--- config.mk ---
export PLATFORM = sky130hd
export DESIGN_NAME = text_line_segmenter_flat
export DESIGN_NICKNAME = d
export VERILOG_FILES = /design/src/rtl/text_seg_pkg.sv /design/src/rtl/text_line_segmenter_if.sv /design/src/rtl/text_line_segmenter_row_ink_counter.sv /design/src/rtl/text_line_segmenter.sv /design/src/flat_wrapper.sv
export SDC_FILE = /design/constraint.sdc
export NUM_CORES = 1
export LEC_CHECK = 0
export CAP_MARGIN = 10
export CORE_MARGIN = 3
export CORE_UTILIZATION = 52
export DETAILED_ROUTE_END_ITERATION = 12
export PLACE_DENSITY = 0.84
export SLEW_MARGIN = 20
export SYNTH_ARGS = -nofsm -noshare
export SYNTH_HDL_FRONTEND = slang
export SYNTH_SLANG_ARGS = --single-unit
export TNS_END_PERCENT = 30
--- constraint.sdc ---
create_clock -name clk -period 5.3 [get_ports clk]
set_input_delay 0.795 -clock clk [delete_from_list [all_inputs] [get_ports clk]]
set_output_delay 0.795 -clock clk [all_outputs]
set_load 0.005 [all_outputs]
--- src/rtl/text_seg_pkg.sv ---
// Shared types and width helpers for the text line segmenter.
package text_seg_pkg;

    localparam int unsigned DefDataWidth   = 8;
    localparam int unsigned DefImageWidth  = 131;
    localparam int unsigned DefImageHeight = 185;
    localparam int unsigned DefThreshold   = 128;

    typedef enum logic [1:0] {
        S_GAP,
        S_LINE,
        S_EMIT,
        S_DONE
    } seg_state_e;

    // Counter width for values 0..n-1, never narrower than one bit.
    function automatic int unsigned cnt_width(input int unsigned n);
        return (n <= 2) ? 1 : $clog2(n);
    endfunction

endpackage

--- src/rtl/text_line_segmenter_if.sv ---
// Pixel-in / segment-out handshake bundle of the text line segmenter.
interface text_line_segmenter_if
    import text_seg_pkg::*;
#(
    parameter int unsigned DATA_WIDTH   = DefDataWidth,
    parameter int unsigned IMAGE_HEIGHT = DefImageHeight
);
    localparam int unsigned RW = cnt_width(IMAGE_HEIGHT);
    localparam int unsigned LW = cnt_width(IMAGE_HEIGHT + 1);

    logic                  pix_valid;
    logic [DATA_WIDTH-1:0] pix_data;
    logic                  pix_ready;
    logic                  seg_valid;
    logic                  seg_ready;
    logic [RW-1:0]         seg_top;
    logic [RW-1:0]         seg_bottom;
    logic                  frame_done;
    logic [LW-1:0]         line_count;

    // Pixel source / segment consumer side.
    modport master (
        output pix_valid, pix_data, seg_ready,
        input  pix_ready, seg_valid, seg_top, seg_bottom, frame_done, line_count
    );

    // Segmenter side.
    modport slave (
        input  pix_valid, pix_data, seg_ready,
        output pix_ready, seg_valid, seg_top, seg_bottom, frame_done, line_count
    );

endinterface

--- src/rtl/text_line_segmenter_row_ink_counter.sv ---
// Threshold compare, column/row counters and per-row ink count.
// Macro SEG_INVERT_EN selects light-on-dark ink polarity.
module row_ink_counter
    import text_seg_pkg::*;
#(
    parameter int unsigned DATA_WIDTH   = DefDataWidth,
    parameter int unsigned IMAGE_WIDTH  = DefImageWidth,
    parameter int unsigned IMAGE_HEIGHT = DefImageHeight,
    parameter int unsigned THRESHOLD    = DefThreshold,
    parameter int unsigned MIN_INK      = 1,
    localparam int unsigned RW          = cnt_width(IMAGE_HEIGHT)
) (
    input  logic                  clk,
    input  logic                  rst_n,
    input  logic                  pix_fire_i,
    input  logic [DATA_WIDTH-1:0] pix_data_i,
    input  logic                  clear_i,
    output logic                  row_end_o,
    output logic [RW-1:0]         row_o,
    output logic                  text_o,
    output logic                  last_row_o
);
    localparam int unsigned CW = cnt_width(IMAGE_WIDTH);
    localparam logic [DATA_WIDTH-1:0] Thresh  = DATA_WIDTH'(THRESHOLD);
    localparam logic [CW-1:0]         ColLast = CW'(IMAGE_WIDTH - 1);
    localparam logic [RW-1:0]         RowLast = RW'(IMAGE_HEIGHT - 1);
    localparam logic [CW-1:0]         ColOne  = CW'(1);
    localparam logic [RW-1:0]         RowOne  = RW'(1);
    localparam logic [CW:0]           InkOne  = (CW + 1)'(1);
    localparam logic [CW:0]           MinInk  = (CW + 1)'(MIN_INK);

    logic [CW-1:0] col_q, col_d;
    logic [RW-1:0] row_q, row_d;
    logic [CW:0]   ink_q, ink_d;
    logic          is_ink;
    logic [CW:0]   ink_sum;
    logic          col_last;

`ifdef SEG_INVERT_EN
    assign is_ink = (pix_data_i >= Thresh);
`else
    assign is_ink = (pix_data_i < Thresh);
`endif

    // Saturating count including the pixel currently on the bus.
    assign ink_sum  = (is_ink && (ink_q != '1)) ? ink_q + InkOne : ink_q;
    assign col_last = (col_q == ColLast);

    assign row_end_o  = pix_fire_i && col_last;
    assign row_o      = row_q;
    assign text_o     = (ink_sum >= MinInk);
    assign last_row_o = (row_q == RowLast);

    // Next-state for column, row and ink counters.
    always_comb begin
        col_d = col_q;
        row_d = row_q;
        ink_d = ink_q;
        if (clear_i) begin
            col_d = '0;
            row_d = '0;
            ink_d = '0;
        end else if (pix_fire_i) begin
            if (col_last) begin
                col_d = '0;
                ink_d = '0;
                row_d = last_row_o ? '0 : row_q + RowOne;
            end else begin
                col_d = col_q + ColOne;
                ink_d = ink_sum;
            end
        end
    end

    // Counter registers.
    always_ff @(posedge clk or negedge rst_n) begin
        if (!rst_n) begin
            col_q <= '0;
            row_q <= '0;
            ink_q <= '0;
        end else begin
            col_q <= col_d;
            row_q <= row_d;
            ink_q <= ink_d;
        end
    end

endmodule

--- src/rtl/text_line_segmenter.sv ---
// Finds runs of ink rows in a raster pixel stream and reports them as
// (top, bottom) segments. Macro SEG_INVERT_EN selects light-on-dark ink.
module text_line_segmenter
    import text_seg_pkg::*;
#(
    parameter int unsigned DATA_WIDTH   = DefDataWidth,
    parameter int unsigned IMAGE_WIDTH  = DefImageWidth,
    parameter int unsigned IMAGE_HEIGHT = DefImageHeight,
    parameter int unsigned THRESHOLD    = DefThreshold,
    parameter int unsigned MIN_INK      = 1,
    parameter int unsigned MIN_LINE_H   = 2
) (
    input logic                 clk,
    input logic                 rst_n,
    text_line_segmenter_if.slave bus
);
    localparam int unsigned RW = cnt_width(IMAGE_HEIGHT);
    localparam int unsigned LW = cnt_width(IMAGE_HEIGHT + 1);
    localparam logic [RW-1:0] RowOne = RW'(1);
    localparam logic [RW:0]   ExtOne = (RW + 1)'(1);
    localparam logic [RW:0]   MinH   = (RW + 1)'(MIN_LINE_H);
    localparam logic [LW-1:0] LineOne = LW'(1);

    seg_state_e    state_q, state_d;
    logic [RW-1:0] top_q, top_d;
    logic [RW-1:0] seg_top_q, seg_top_d;
    logic [RW-1:0] seg_bottom_q, seg_bottom_d;
    logic [LW-1:0] lines_q, lines_d;
    logic [LW-1:0] line_count_q, line_count_d;
    logic          frame_end_q, frame_end_d;

    logic          pix_ready;
    logic          pix_fire;
    logic          clear;
    logic          row_end;
    logic [RW-1:0] row;
    logic          text;
    logic          last_row;
    logic          close;
    logic [RW-1:0] close_top;
    logic [RW-1:0] close_bottom;

    assign pix_ready = (state_q == S_GAP) || (state_q == S_LINE);
    assign pix_fire  = bus.pix_valid && pix_ready;

    row_ink_counter #(
        .DATA_WIDTH  (DATA_WIDTH),
        .IMAGE_WIDTH (IMAGE_WIDTH),
        .IMAGE_HEIGHT(IMAGE_HEIGHT),
        .THRESHOLD   (THRESHOLD),
        .MIN_INK     (MIN_INK)
    ) u_row_ink_counter (
        .clk       (clk),
        .rst_n     (rst_n),
        .pix_fire_i(pix_fire),
        .pix_data_i(bus.pix_data),
        .clear_i   (clear),
        .row_end_o (row_end),
        .row_o     (row),
        .text_o    (text),
        .last_row_o(last_row)
    );

    // Row-end decisions, segment close/emit and end-of-frame bookkeeping.
    always_comb begin
        state_d      = state_q;
        top_d        = top_q;
        seg_top_d    = seg_top_q;
        seg_bottom_d = seg_bottom_q;
        lines_d      = lines_q;
        line_count_d = line_count_q;
        frame_end_d  = frame_end_q;
        clear        = 1'b0;
        close        = 1'b0;
        close_top    = top_q;
        close_bottom = row;

        unique case (state_q)
            S_GAP: begin
                if (row_end) begin
                    if (text) begin
                        top_d     = row;
                        close_top = row;
                        if (last_row) close = 1'b1;
                        else          state_d = S_LINE;
                    end else if (last_row) begin
                        state_d = S_DONE;
                    end
                end
            end
            S_LINE: begin
                if (row_end) begin
                    if (!text) begin
                        close        = 1'b1;
                        close_bottom = row - RowOne;
                    end else if (last_row) begin
                        close = 1'b1;
                    end
                end
            end
            S_EMIT: begin
                if (bus.seg_ready) begin
                    lines_d = lines_q + LineOne;
                    state_d = frame_end_q ? S_DONE : S_GAP;
                end
            end
            S_DONE: begin
                lines_d = '0;
                clear   = 1'b1;
                state_d = S_GAP;
            end
            default: state_d = S_GAP;
        endcase

        if (close) begin
            // Height check done one bit wider so bottom+1 cannot wrap.
            if (({1'b0, close_bottom} + ExtOne) >= ({1'b0, close_top} + MinH)) begin
                seg_top_d    = close_top;
                seg_bottom_d = close_bottom;
                frame_end_d  = last_row;
                state_d      = S_EMIT;
            end else begin
                state_d = last_row ? S_DONE : S_GAP;
            end
        end

        // Publish the count on the edge that enters S_DONE, alongside frame_done.
        if ((state_d == S_DONE) && (state_q != S_DONE)) begin
            line_count_d = lines_d;
        end
    end

    // State and output registers.
    always_ff @(posedge clk or negedge rst_n) begin
        if (!rst_n) begin
            state_q      <= S_GAP;
            top_q        <= '0;
            seg_top_q    <= '0;
            seg_bottom_q <= '0;
            lines_q      <= '0;
            line_count_q <= '0;
            frame_end_q  <= 1'b0;
        end else begin
            state_q      <= state_d;
            top_q        <= top_d;
            seg_top_q    <= seg_top_d;
            seg_bottom_q <= seg_bottom_d;
            lines_q      <= lines_d;
            line_count_q <= line_count_d;
            frame_end_q  <= frame_end_d;
        end
    end

    assign bus.pix_ready  = pix_ready;
    assign bus.seg_valid  = (state_q == S_EMIT);
    assign bus.seg_top    = seg_top_q;
    assign bus.seg_bottom = seg_bottom_q;
    assign bus.frame_done = (state_q == S_DONE);
    assign bus.line_count = line_count_q;

endmodule
--- src/flat_wrapper.sv ---
// flat-port wrapper written by rule: the top's interface ports become plain ports
module text_line_segmenter_flat import text_seg_pkg::*;
#(
    parameter int unsigned DATA_WIDTH   = DefDataWidth,
    parameter int unsigned IMAGE_WIDTH  = DefImageWidth,
    parameter int unsigned IMAGE_HEIGHT = DefImageHeight,
    parameter int unsigned THRESHOLD    = DefThreshold,
    parameter int unsigned MIN_INK      = 1,
    parameter int unsigned MIN_LINE_H   = 2
)
  (clk, rst_n, bus_pix_valid, bus_pix_data, bus_seg_ready, bus_pix_ready, bus_seg_valid, bus_seg_top, bus_seg_bottom, bus_frame_done, bus_line_count);
  text_line_segmenter_if #(.DATA_WIDTH(DATA_WIDTH), .IMAGE_HEIGHT(IMAGE_HEIGHT)) bus_i ();
  input logic clk;
  input logic rst_n;
  input wire logic [$bits(bus_i.pix_valid)-1:0] bus_pix_valid;
  input wire logic [$bits(bus_i.pix_data)-1:0] bus_pix_data;
  input wire logic [$bits(bus_i.seg_ready)-1:0] bus_seg_ready;
  output wire logic [$bits(bus_i.pix_ready)-1:0] bus_pix_ready;
  output wire logic [$bits(bus_i.seg_valid)-1:0] bus_seg_valid;
  output wire logic [$bits(bus_i.seg_top)-1:0] bus_seg_top;
  output wire logic [$bits(bus_i.seg_bottom)-1:0] bus_seg_bottom;
  output wire logic [$bits(bus_i.frame_done)-1:0] bus_frame_done;
  output wire logic [$bits(bus_i.line_count)-1:0] bus_line_count;
  assign bus_i.pix_valid = bus_pix_valid;
  assign bus_i.pix_data = bus_pix_data;
  assign bus_i.seg_ready = bus_seg_ready;
  assign bus_pix_ready = bus_i.pix_ready;
  assign bus_seg_valid = bus_i.seg_valid;
  assign bus_seg_top = bus_i.seg_top;
  assign bus_seg_bottom = bus_i.seg_bottom;
  assign bus_frame_done = bus_i.frame_done;
  assign bus_line_count = bus_i.line_count;
  text_line_segmenter #(.DATA_WIDTH(DATA_WIDTH), .IMAGE_WIDTH(IMAGE_WIDTH), .IMAGE_HEIGHT(IMAGE_HEIGHT), .THRESHOLD(THRESHOLD), .MIN_INK(MIN_INK), .MIN_LINE_H(MIN_LINE_H)) u_core (.clk(clk), .rst_n(rst_n), .bus(bus_i));
endmodule
# Word-level counts from Yosys, hierarchy flattened

Cells that the tools add are included.

Register bits: 68
Input port bits: 12
Logic and storage cells: 74

Add/sub/neg operators: 7
Magnitude comparators: 3
Equality and inequality tests: 8
Multiplexer cells: 36
Reductions and logical operators: 10

Operators with widths:

| kind                  | count |
|---|---|
| $mux W8               | 14 |
| $mux W9               | 4 |
| $add A8 B1 Y8 const B | 3 |
| $mux W2               | 9 |
| $eq A8 B8 Y1 const B  | 2 |
| $pmux W8 S2           | 1 |
| $add A8 B1 Y9 const B | 1 |
| $add A8 B2 Y9 const B | 1 |
| $add A9 B1 Y9 const B | 1 |
| $ge A9 B1 Y1 const B  | 1 |
| $ge A9 B9 Y1          | 1 |
| $ne A9 B9 Y1 const B  | 1 |
| $lt A8 B8 Y1 const B  | 1 |
| $sub A8 B1 Y8 const B | 1 |
| $eq A2 B2 Y1 const B  | 3 |
| $mux W1               | 6 |
| $pmux W2 S3           | 1 |
| $logic_and A1 B1 Y1   | 4 |
| $reduce_and A2 Y1     | 2 |
| $reduce_bool A2 Y1    | 2 |
| $eq A2 B1 Y1 const B  | 1 |
| $logic_not A2 Y1      | 1 |
| $ne A2 B2 Y1 const B  | 1 |
| $pmux W1 S2           | 1 |
| $logic_or A1 B1 Y1    | 1 |

# Depth between registers and ports, before layout

Gate-level depths: netlist (run 1).

Depth in word-level cells: 13
Depth in mapped cells: 26
Mapped depth without buffers: 23

# By module

Synthesis (run 1) repeated with hierarchy kept, for this count alone.

Cell total of the unflattened synthesis: 431
Area total of the unflattened synthesis: 4257.8 µm²

Modules (own cells, without submodules):

| module              | times used | cells each | area each (µm²) |
|---|---|---|---|
| text_line_segmenter | 1          | 260        | 2737.6 |
| row_ink_counter     | 1          | 171        | 1520.2 |

# Least setup slack after synthesis (run 1)

OpenSTA, ideal clock, no wires.

Path kind: register -> register
From: register u_core.u_row_ink_counter.ink_q[0]
To: register u_core.line_count_q[0], in the netlist u_core.bus.line_count[0]
Setup time: 0.125 ns
Arrival time: 5.362 ns
Data required time: 5.175 ns
Slack: -0.186 ns
Stages on the path, launching flop included: 24
Path buffers: 1
Path through: dfrtp_1 > ha_1 > nand3_1 > nor3_1 > ha_1 > or3b_1 > buf_6 > nor3_1 > nor3_2 > nor4_2 > xnor2_1 > ha_1 > nand2_1 > mux2_2 > nor4_1 > a211o_1 > ha_1 > a21o_1 > a21oi_1 > o221ai_1 > a21oi_1 > a32oi_1 > a21boi_4 > mux2_2

Word-level cells in the longest chain between the ends: 13
Elaborated cells on any way between the ends: 26
Classes of those cells: 3 x add/sub; 2 x order compare; 2 x eq/ne; 17 x mux; 2 x reduce/logical

Ends and longest elaborated chain:

| item                                                  | line                                      | source |
|---|---|---|
| start, declared                                       | text_line_segmenter_row_ink_counter.sv:34 | `logic [CW:0] ink_q, ink_d;` |
| start signal, assigned                                | text_line_segmenter_row_ink_counter.sv:84 | `ink_q <= ink_d;` |
| branches (longest 2 deep; another with $add A9 B1 Y9) | --                                        |  |
| $mux W9 *                                             | text_line_segmenter_row_ink_counter.sv:46 | `assign ink_sum = (is_ink && (ink_q != '1)) ? ink_q + InkOne : ink_q;` |
| $ge A9 B1 Y1 *                                        | text_line_segmenter_row_ink_counter.sv:51 | `assign text_o = (ink_sum >= MinInk);` |
| $mux W8 *                                             | text_line_segmenter.sv:93                 | `if (!text) begin` |
| $mux W8 *                                             | text_line_segmenter.sv:92                 | `if (row_end) begin` |
| $mux W8 *                                             | text_line_segmenter.sv:78                 | `unique case (state_q)` |
| via u_core.close_bottom[0]                            | text_line_segmenter.sv:41                 | `logic [RW-1:0] close_bottom;` |
| $add A8 B1 Y9 *                                       | text_line_segmenter.sv:117                | `if (({1'b0, close_bottom} + ExtOne) >= ({1'b0, close_top} + MinH)) begin` |
| $ge A9 B9 Y1 *                                        | text_line_segmenter.sv:117                |  |
| $mux W2 *                                             | text_line_segmenter.sv:117                |  |
| $mux W2 *                                             | text_line_segmenter.sv:115                | `if (close) begin` |
| $eq A2 B2 Y1 *                                        | text_line_segmenter.sv:128                | `if ((state_d == S_DONE) && (state_q != S_DONE)) begin` |
| $logic_and A1 B1 Y1 *                                 | text_line_segmenter.sv:128                |  |
| end signal, assigned                                  | text_line_segmenter.sv:149                | `line_count_q <= line_count_d;` |
| end, declared                                         | text_line_segmenter.sv:29                 | `logic [LW-1:0] line_count_q, line_count_d;` |

Mark *: on every way through the listed nets, which the timed path passes.
A chain may end at the register's enable or synchronous reset.

# Final worst setup path (run 1)

From: register u_core.u_row_ink_counter.ink_q[1]
To: register u_core.line_count_q[6], in the netlist u_core.bus.line_count[6]

Word-level cells in the longest chain between the ends: 13
Elaborated cells on any way between the ends: 26
Classes of those cells: 3 x add/sub; 2 x order compare; 2 x eq/ne; 17 x mux; 2 x reduce/logical

Ends and longest elaborated chain:

| item                                                  | line                                      | source |
|---|---|---|
| branches (longest 2 deep; another with $add A9 B1 Y9) | --                                        |  |
| $mux W9 *                                             | text_line_segmenter_row_ink_counter.sv:46 |  |
| $ge A9 B1 Y1 *                                        | text_line_segmenter_row_ink_counter.sv:51 |  |
| $mux W8 *                                             | text_line_segmenter.sv:93                 |  |
| $mux W8 *                                             | text_line_segmenter.sv:92                 |  |
| $mux W8 *                                             | text_line_segmenter.sv:78                 |  |
| via u_core.close_bottom[1]                            | text_line_segmenter.sv:41                 |  |
| $add A8 B1 Y9 *                                       | text_line_segmenter.sv:117                |  |
| $ge A9 B9 Y1 *                                        | text_line_segmenter.sv:117                |  |
| $mux W2 *                                             | text_line_segmenter.sv:117                |  |
| $mux W2 *                                             | text_line_segmenter.sv:115                |  |
| via u_core.state_d[1]                                 | text_line_segmenter.sv:24                 | `seg_state_e state_q, state_d;` |
| $eq A2 B2 Y1 *                                        | text_line_segmenter.sv:128                |  |
| $logic_and A1 B1 Y1 *                                 | text_line_segmenter.sv:128                |  |

Marked as above.

==> results.txt, run 1 <==
----------------------------------------------------
[Power]
  Comb power frac ... 0.266
  Proportion of power drawn by the clock network ... 0.344
  PwrDens ... 292.0 mW/mm2
  Lkg Pwr ... 2.387 nW
  Relative contribution of sequential cells to total power ... 0.390
  Pwr Total ... 1.566 mW
  Switching Power ... 0.5055 mW
  Internal Dissipation ... 1.061 mW
  Fraction of power spent switching nets ... 0.3227
  Peak ir drop on the vdd network ... 203.0 uV

[Cells and area]
  Commonest cells after routing, fill and taps aside ... sky130_fd_sc_hd__dfrtp_1, sky130_fd_sc_hd__buf_4, sky130_fd_sc_hd__nand2_1
  Fill cell count ... 573
  Share of final-layout standard cells stronger than drive strength 1 ... 0.2646
  Storage element area ... 0.001702 mm2
  Count of nets after finishing ... 539
  Final cell area excluding filler cells ... 0.005364 mm2
  Number of inserted diodes ... 0
  Footprint of the multi-input gates ... 0.002476 mm2
  Commonest non-fill, non-tap cell in the layout ... sky130_fd_sc_hd__dfrtp_1
  Synth-to-Final Area Change ... 27.10%
  Core occupancy in the finished layout ... 0.6870
  Post-Layout Cell Count ... 616

[Route]
  Via/cell ratio ... 6.034
  Number of vias in the routed layout ... 3,717
  Starting DRC count in detailed routing ... 296
  Residual DRC ... 0
  Average wire per cell in the routed design ... 17.25 um
  Antenna viol nets, final ... 0
  Pre-antenna DRT Iters ... 5
  Total length of routed wires ... 10,630 um

[Synthesis]
  Share of flip-flops with an asynchronous set or reset after synthesis ... 1.000
  Area of the mapped netlist ... 0.004220 mm2
  Most used flip-flop cell after synthesis ... sky130_fd_sc_hd__dfrtp_1
  Net count after synthesis ... 463
  Cell count after synthesis ... 433
  Per-instance average area after synthesis ... 9.747 um2
  Number of enable flip-flop cells after synthesis ... 0
  Register area share after synthesis ... 0.4032
  Count of state elements after synthesis ... 68
  Unique cell type count in the Yosys netlist ... 65
  Yosys warning total ... 0

[STA]
  Final critical-path setup slack ... -0.1223 ns
  Max Clock Freq ... 184.4 MHz
  Number of max-slew violations in the final report ... 0
  Max Clock Skew ... 0.01295 ns
  Worst-case hold slack ... 0.5108 ns
  Min Tclk post-route ... 5.422 ns
  Final hold violation count ... 0
  Setup repair after global routing missed its margin ... yes
  Post-route fraction of the period consumed by the critical path ... 1.023
  Worst-Margin Slew ... 0.8641 ns
  Setup TNS ... -2.354 ns
  Final setup violation count ... 25
  Slew Limit Headroom ... 0.4240

[Setup path]
  Critical path launch point type ... register
  Data required, critical path ... 5.54 ns
  Arrival time of the worst setup path ... 5.67 ns
  Capturing element type of the critical path ... register
  R2R Path Start ... u_core.u_row_ink_counter.ink_q[1]
  Critical-path maximum fanout ... 8
  Critical path class ... register to register
  CP Launch Point ... u_core.u_row_ink_counter.ink_q[1]

[Job]
  Number of violations of the max-capacitance limit ... 0

[Placement]
  DP Cell Count ... 588
  Post-DP HPWL ... 6849 um
  Total cell area at the placement stage ... 0.004893 mm2
  Worst slack at placement ... -0.5196 ns
  # port buffers ... 31
  Final weighted congestion in routability-driven placement ... 0.9736

[Worst hold path]
  Class of the tightest hold or removal check ... register to register
  Worst hold path startpoint ... u_core.bus.seg_top[0]

[CTS]
  Num CTS Buffers ... 9
  Number of sinks on the clock net ... 68
  Depth of the CTS H-tree ... 3
  Worst-Skew Late Latency ... 0.36 ns
  Number of buffers on the longest clock path ... 2
  Buffer cell driving the clock tree root ... sky130_fd_sc_hd__clkbuf_8
  TritonCTS clock tree ... built
  Clock-pin slew on the worst setup and hold paths ... 0.09 ns

[GRT]
  Overall overflow remaining after global route ... 0
  Initial antenna violation count ... 0
  Maximum number of pins on one net before global-route repair ... 69
  Via count of the first global-routing pass ... 3,573
  GRT Overall Usage ... 0.2363
  First-pass GRT wire length ... 16,940 um

[Floorplan]
  I/O pin count ... 39
  Standard-cell rows ... 32
  DIE HEIGHT ... 96.09 um
  Die Area ... 0.009233 mm2
  Overall die width ... 96.09 um
  Placeable core region ... 0.007807 mm2
  Starting Density ... 0.5405

[Run status]
  Result of the run ... finished, violations left
  Violated checks ... setup timing

----------------------------------------------------
[synthesized netlist by cell type, types with 3 or more instances]
| cell type | n | share of area |
|---|---|---|
| sky130_fd_sc_hd__nand3_1 | 15 | 0.018 |
| sky130_fd_sc_hd__nor4b_1 | 3 | 0.0062 |
| sky130_fd_sc_hd__a21oi_1 | 16 | 0.019 |
| sky130_fd_sc_hd__inv_1 | 12 | 0.011 |
| sky130_fd_sc_hd__a31oi_1 | 3 | 0.0044 |
| sky130_fd_sc_hd__nand4_1 | 10 | 0.015 |
| sky130_fd_sc_hd__nand2_1 | 38 | 0.034 |
| sky130_fd_sc_hd__a211oi_1 | 3 | 0.0053 |
| sky130_fd_sc_hd__o21ai_0 | 35 | 0.042 |
| sky130_fd_sc_hd__o31ai_1 | 4 | 0.0071 |
| sky130_fd_sc_hd__mux2_2 | 25 | 0.067 |
| sky130_fd_sc_hd__and3_1 | 10 | 0.015 |
| sky130_fd_sc_hd__or3_1 | 3 | 0.0044 |
| sky130_fd_sc_hd__dfrtp_1 | 68 | 0.40 |
| sky130_fd_sc_hd__buf_6 | 7 | 0.019 |
| sky130_fd_sc_hd__clkbuf_1 | 12 | 0.011 |
| sky130_fd_sc_hd__nor2b_1 | 6 | 0.0089 |
| sky130_fd_sc_hd__nor3_1 | 10 | 0.012 |
| sky130_fd_sc_hd__ha_1 | 18 | 0.053 |
| sky130_fd_sc_hd__nor2_1 | 35 | 0.031 |
| sky130_fd_sc_hd__mux2i_1 | 9 | 0.021 |
| sky130_fd_sc_hd__nor4_1 | 3 | 0.0044 |
| sky130_fd_sc_hd__and4_1 | 4 | 0.0083 |
| sky130_fd_sc_hd__xnor2_1 | 15 | 0.031 |
| sky130_fd_sc_hd__xor2_1 | 14 | 0.029 |
[power groups by stage]
| stage | Clock (mW) | Combinational (mW) | Sequential, mW |
|---|---|---|---|
| final | 0.538 | 0.417 | 0.611 |
| after global routing | 0.571 | 0.457 | 0.616 |
| after CTS | 0.544 | 0.389 | 0.608 |
| after detailed placement | 0 | 0.358 | 0.616 |
| after global placement | 0 | 0.346 | 0.613 |
| after floorplan | 0 | 0.247 | 0.600 |
[critical path: stages, from the launching register on]
cell and delay [ns]:
sky130_fd_sc_hd__dfrtp_1 0.39, sky130_fd_sc_hd__ha_2 0.20, sky130_fd_sc_hd__nand3_2 0.09, sky130_fd_sc_hd__nor3_2 0.06
sky130_fd_sc_hd__ha_2 0.19, sky130_fd_sc_hd__or3b_4 0.47, sky130_fd_sc_hd__nor4_4 0.31, sky130_fd_sc_hd__nor3_2 0.11
sky130_fd_sc_hd__nor4_4 0.34, sky130_fd_sc_hd__nor2_2 0.10, sky130_fd_sc_hd__a21oi_2 0.17, sky130_fd_sc_hd__ha_2 0.26
sky130_fd_sc_hd__nand2_2 0.07, sky130_fd_sc_hd__mux2_4 0.32, sky130_fd_sc_hd__a211o_1 0.34, sky130_fd_sc_hd__ha_4 0.28
sky130_fd_sc_hd__and4_1 0.23, sky130_fd_sc_hd__o21ai_2 0.09, sky130_fd_sc_hd__o221ai_2 0.18, sky130_fd_sc_hd__a21oi_2 0.11
sky130_fd_sc_hd__buf_4 0.15, sky130_fd_sc_hd__o211ai_2 0.18, sky130_fd_sc_hd__a21boi_4 0.23, sky130_fd_sc_hd__buf_12 0.15
sky130_fd_sc_hd__mux2_4 0.30
[path summary, 6_finish.rpt]
check                                                          to  slack (ns)  depth (start not counted)
worst max-delay path                     u_core.bus.line_count[6]       -0.12                         24
worst min-delay path                        u_core.bus.seg_top[0]        0.51                          1
worst max register to register           u_core.bus.line_count[6]       -0.12                         24
worst min register to register              u_core.bus.seg_top[0]        0.51                          1
max in group asynchronous       u_core.u_row_ink_counter.row_o[7]        4.11                          2
min in group asynchronous                         u_core.top_q[7]        0.63                          2
[sequential cells by signal, indices dropped and copies added (netlist names)]
signal and flops:
u_core.bus.seg_bottom 8, u_core.u_row_ink_counter.col_q 8, u_core.u_row_ink_counter.row_o 8, u_core.u_row_ink_counter.ink_q 9, u_core.top_q 8, u_core.lines_q 8
u_core.state_q 2, u_core.frame_end_q 1, u_core.bus.line_count 8, u_core.bus.seg_top 8
[cell families (layout without fill, tap and decap cells)]
| logic type | after synthesis | count (layout) | synth area share |
|---|---|---|---|
| AOI/OAI and AO/OA | 84 | 84 | 0.1275 |
| xor gates and xnor gates | 29 | 29 | 0.06019 |
| adders and majority gates | 18 | 18 | 0.05337 |
| buffers and inverters | 36 | 117 | 0.04595 |
| DFF | 68 | 68 | 0.4032 |
| muxes | 36 | 36 | 0.09339 |
| and+or+nand+nor | 162 | 162 | 0.2164 |
[area by class of cell]
cell class / instances / area share
multi-input cells: 329 / 0.4616
flip-flops and latches: 68 / 0.3172
repair buffers: 88 / 0.1421
well taps: 102 / 0.02379
clock buffers: 9 / 0.02309
clock inverters: 7 / 0.02309
inverters: 13 / 0.009097
[routing by layer]
metal  up-vias  wire length, um  share of wire  track usage
met5         -                0              0            0
met4         0              295          0.028      0.08768
met3        35              542          0.051      0.05082
met2       142             5302           0.50       0.4014
met1      1814             4487           0.42       0.2937
li1       1726                -              -            -
[repair_timing]
item / CTS / global route
endpoints found under the setup margin: 24 / 25
pin swaps: 7 / 15
buffers inserted: 6 / 6
resized for setup: 11 / 17
hold buffers: 0 / 0
No activity file was read; power rests on OpenSTA's default activity.
==> run 2: changes to the inputs <==
--- a/config.mk
+++ b/config.mk
@@ -7,9 +7,9 @@
 export LEC_CHECK = 0
 export CAP_MARGIN = 10
 export CORE_MARGIN = 3
-export CORE_UTILIZATION = 52
+export CORE_UTILIZATION = 58
 export DETAILED_ROUTE_END_ITERATION = 12
-export PLACE_DENSITY = 0.84
+export PLACE_DENSITY = 0.88
 export SLEW_MARGIN = 20
 export SYNTH_ARGS = -nofsm -noshare
 export SYNTH_HDL_FRONTEND = slang
==> constraint.sdc (replaced) <==
create_clock -name clk -period 6 [get_ports clk]
set_input_delay 0.9 -clock clk [delete_from_list [all_inputs] [get_ports clk]]
set_output_delay 0.9 -clock clk [all_outputs]
set_load 0.005 [all_outputs]
==> run 2 against run 1 <==
  * The run now ends clean
  * Highest routed layer unchanged
  * Clock skew is 0.0014 ns lower
  * Routed wire length decreased by 11%
  * Sequential share of layout area grew 2.9 points
  * Largest power group unchanged
  * Hold slack lost 0.011 ns
  * Count of clock-buffer cells in the layout increased by 2
  * Non-clock buffer count fell by 40
==> results.txt, run 2 (synthesis results as in run 1) <==
----------------------------------------------------
[STA]
  Worst-Margin Slew ... 0.8469 ns (-0.01719 ns)
  Max Clock Freq ... 176.5 MHz (-4.3%)
  Min Tclk post-route ... 5.666 ns (+0.2439 ns)
  Setup TNS ... 0 ns (+2.354 ns)
  Final critical-path setup slack ... 0.3337 ns (+0.4561 ns)
  Slew Limit Headroom ... 0.4354 (+0.01146)
  Post-route fraction of the period consumed by the critical path ... 0.9444 (-0.07870)
  Final hold violation count ... 0 (unchanged)
  Setup repair after global routing missed its margin ... no
  Worst-case hold slack ... 0.4994 ns (-0.01141 ns)
  Final setup violation count ... 0 (-100%)
  Max Clock Skew ... 0.01156 ns (-0.001387 ns)
  Number of max-slew violations in the final report ... 0 (unchanged)

[Cells and area]
  Register ranked first by flip-flop count ... u_core.u_row_ink_counter.ink_q
  Flip-flop count of the largest register, all copies and words added ... 9 (unchanged)
  Footprint of the multi-input gates ... 0.002371 mm2 (-4.2%)
  Commonest cells after routing, fill and taps aside ... sky130_fd_sc_hd__dfrtp_1, sky130_fd_sc_hd__nand2_1, sky130_fd_sc_hd__nor2_1, sky130_fd_sc_hd__o21ai_0, sky130_fd_sc_hd__clkdlybuf4s50_1
  Number of inserted diodes ... 0 (unchanged)
  Count of nets after finishing ... 499 (-7.4%)
  Share of final-layout standard cells stronger than drive strength 1 ... 0.1772 (-0.08738)
  Core occupancy in the finished layout ... 0.7125 (+0.02548)
  Storage element area ... 0.001702 mm2 (unchanged)
  Synth-to-Final Area Change ... 16.60%
  Final cell area excluding filler cells ... 0.004921 mm2 (-8.3%)
  Commonest non-fill, non-tap cell in the layout ... sky130_fd_sc_hd__dfrtp_1
  Fill cell count ... 500 (-13%)

[Worst hold path]
  Worst hold path startpoint ... u_core.bus.seg_bottom[1]
  Class of the tightest hold or removal check ... register to register

[CTS]
  Buffer cell driving the clock tree root ... sky130_fd_sc_hd__clkbuf_8
  Number of buffers on the longest clock path ... 2 (unchanged)
  Depth of the CTS H-tree ... 3 (unchanged)
  Num CTS Buffers ... 9 (unchanged)
  Clock-pin slew on the worst setup and hold paths ... 0.08 ns (about the same)
  Number of sinks on the clock net ... 68 (unchanged)
  TritonCTS clock tree ... built
  Worst-Skew Late Latency ... 0.36 ns (about the same)

[Power]
  Relative contribution of sequential cells to total power ... 0.418 (+0.028)
  Proportion of power drawn by the clock network ... 0.340 (-0.004)
  Internal Dissipation ... 0.8836 mW (-17%)
  Comb power frac ... 0.242 (-0.024)
  Peak ir drop on the vdd network ... 158.7 uV (-22%)
  Fraction of power spent switching nets ... 0.3162 (-0.006470)
  Lkg Pwr ... 2.144 nW (-10%)
  PwrDens ... 262.6 mW/mm2 (-10%)
  Switching Power ... 0.4086 mW (-19%)

[GRT]
  Overall overflow remaining after global route ... 0 (unchanged)
  GRT Overall Usage ... 0.2274 (-0.008912)
  First-pass GRT wire length ... 15,320 um (-9.6%)
  Maximum number of pins on one net before global-route repair ... 69 (unchanged)
  Initial antenna violation count ... 0 (unchanged)
  Via count of the first global-routing pass ... 3,299 (-7.7%)

[Setup path]
  Cell-by-cell listing of the critical path ... ha_1 > nand3_2 > nor3_1 > ha_1 > or3b_4 > nor4_2 > a21oi_2 > buf_4 > o31ai_2 > mux2_2 > ha_1 > o21ai_0 > xor2_1 > ha_1 > and4_1 > o21ai_0 > o221ai_1 > a21oi_2 > buf_4 > o211ai_2 > a21boi_4 > mux2_2
  Arrival time of the worst setup path ... 5.91 ns (+0.24 ns)
  Max incr delay on CP ... 0.50 ns (+0.03 ns)
  R2R Path Start ... u_core.u_row_ink_counter.ink_q[0]
  Critical path class ... register to register
  Critical path launch point type ... register
  CP Launch Point ... u_core.u_row_ink_counter.ink_q[0]
  Critical-path maximum fanout ... 8 (unchanged)
  Data required, critical path ... 6.24 ns (+0.70 ns)
  Family with the most delay on the worst path ... compound AO/OA/AOI/OAI gates
  Cell type of the slowest stage on the worst timing path ... sky130_fd_sc_hd__o31ai_2
  Total buffers and inverters traversed by the critical path ... 2 (unchanged)
  Capturing element type of the critical path ... register
  Cell occurring most often along the worst timing path ... sky130_fd_sc_hd__ha_1

[Floorplan]
  I/O pin count ... 39 (unchanged)
  Die Area ... 0.008336 mm2 (-9.7%)
  Overall die width ... 91.30 um (-5.0%)
  DIE HEIGHT ... 91.30 um (-5.0%)
  Placeable core region ... 0.006907 mm2 (-12%)
  Standard-cell rows ... 30 (-6.3%)
  Starting Density ... 0.6111 (+0.07051)

[Route]
  Residual DRC ... 0 (unchanged)
  Number of vias in the routed layout ... 3,477 (-6.5%)
  Antenna viol nets, final ... 0 (unchanged)
  Total length of routed wires ... 9452 um (-11%)
  Average wire per cell in the routed design ... 16.58 um (-3.9%)
  Pre-antenna DRT Iters ... 6 (+1)
  Via/cell ratio ... 6.100 (+1.1%)
  Starting DRC count in detailed routing ... 322 (+8.8%)

[Placement]
  Worst slack at placement ... -0.01369 ns (+0.5060 ns)
  Post-DP HPWL ... 6264 um (-8.5%)
  Final weighted congestion in routability-driven placement ... 0.9310 (-4.4%)
  Total cell area at the placement stage ... 0.004631 mm2 (-5.4%)
  # port buffers ... 31 (unchanged)

[Job]
  Number of violations of the max-capacitance limit ... 0 (unchanged)

[Run status]
  Result of the run ... complete, no violations

----------------------------------------------------
## run 2: cell count changes in the layout (fill, tap and decap cells not counted), moves of 2 or more
| cell | delta |
|---|---|
| sky130_fd_sc_hd__o21ai_0 | +2 |
| sky130_fd_sc_hd__ha_1 | +3 |
| sky130_fd_sc_hd__mux2_4 | -9 |
| sky130_fd_sc_hd__mux2_2 | +9 |
| sky130_fd_sc_hd__buf_4 | -38 |
| sky130_fd_sc_hd__ha_2 | -2 |
| sky130_fd_sc_hd__clkbuf_8 | +2 |
## run 2: path summary, 6_finish.rpt
| check | endpoint | slack, ns | cells past startpoint |
|---|---|---|---|
| worst max-delay path | u_core.bus.line_count[6] | 0.33 | 22 |
| worst min-delay path | u_core.bus.seg_bottom[1] | 0.50 | 1 |
| worst max register to register | u_core.bus.line_count[6] | 0.33 | 22 |
| worst min register to register | u_core.bus.seg_bottom[1] | 0.50 | 1 |
| max in group asynchronous | u_core.bus.line_count[0] | 4.71 | 2 |
| min in group asynchronous | u_core.u_row_ink_counter.ink_q[0] | 0.73 | 2 |
## run 2: cell type report
| class | instances | share of cell area |
|---|---|---|
| repair buffers | 48 | 0.09052 |
| clock inverters | 5 | 0.01678 |
| well taps | 96 | 0.02441 |
| inverters | 13 | 0.009916 |
| clock buffers | 11 | 0.03077 |
| multi-input cells | 329 | 0.4818 |
| flip-flops and latches | 68 | 0.3458 |
## run 2: what timing repair did
action | in CTS | in global routing
gates resized for setup | 0 | 9
setup endpoints to repair | 0 | 25
hold buffers | 0 | 0
hold endpoints to repair | 0 | 0
buffers inserted | 0 | 2
## run 2: power by group through the flow
stage / combinational (mW) / clock, mW / sequential (mW)
2_1_floorplan: 0.208 / 0 / 0.530
3_3_place_gp: 0.277 / 0 / 0.545
3_5_place_dp: 0.291 / 0 / 0.547
4_1_cts: 0.295 / 0.443 / 0.538
5_1_grt: 0.342 / 0.468 / 0.546
6_report: 0.312 / 0.439 / 0.540
## run 2: routing by layer
metal  global-route usage  vias up  wire length (um)
met5                    0        -                 0
li1                     -     1626                 -
met2               0.3636      122              4550
met4              0.09925        0               200
met1               0.2840     1707              4171
met3              0.06959       22               529
## run 2: through the flow
stage               instances  total power, mW
floorplan                 433           0.7378
global placement          552           0.8224
detailed placement        552           0.8383
CTS                       568            1.276
global route              570            1.357
finish                    570            1.292
## run 2: worst reg2reg max path, stage by stage, from the launching register on
cell                       delay, ns
sky130_fd_sc_hd__dfrtp_1        0.42
sky130_fd_sc_hd__ha_1           0.28
sky130_fd_sc_hd__nand3_2        0.14
sky130_fd_sc_hd__nor3_1         0.07
sky130_fd_sc_hd__ha_1           0.23
sky130_fd_sc_hd__or3b_4         0.49
sky130_fd_sc_hd__nor4_2         0.23
sky130_fd_sc_hd__a21oi_2        0.13
sky130_fd_sc_hd__buf_4          0.19
sky130_fd_sc_hd__o31ai_2        0.50
sky130_fd_sc_hd__mux2_2         0.43
sky130_fd_sc_hd__ha_1           0.25
sky130_fd_sc_hd__o21ai_0        0.13
sky130_fd_sc_hd__xor2_1         0.11
sky130_fd_sc_hd__ha_1           0.30
sky130_fd_sc_hd__and4_1         0.18
sky130_fd_sc_hd__o21ai_0        0.10
sky130_fd_sc_hd__o221ai_1       0.22
sky130_fd_sc_hd__a21oi_2        0.13
sky130_fd_sc_hd__buf_4          0.16
sky130_fd_sc_hd__o211ai_2       0.16
sky130_fd_sc_hd__a21boi_4       0.33
sky130_fd_sc_hd__mux2_2         0.37
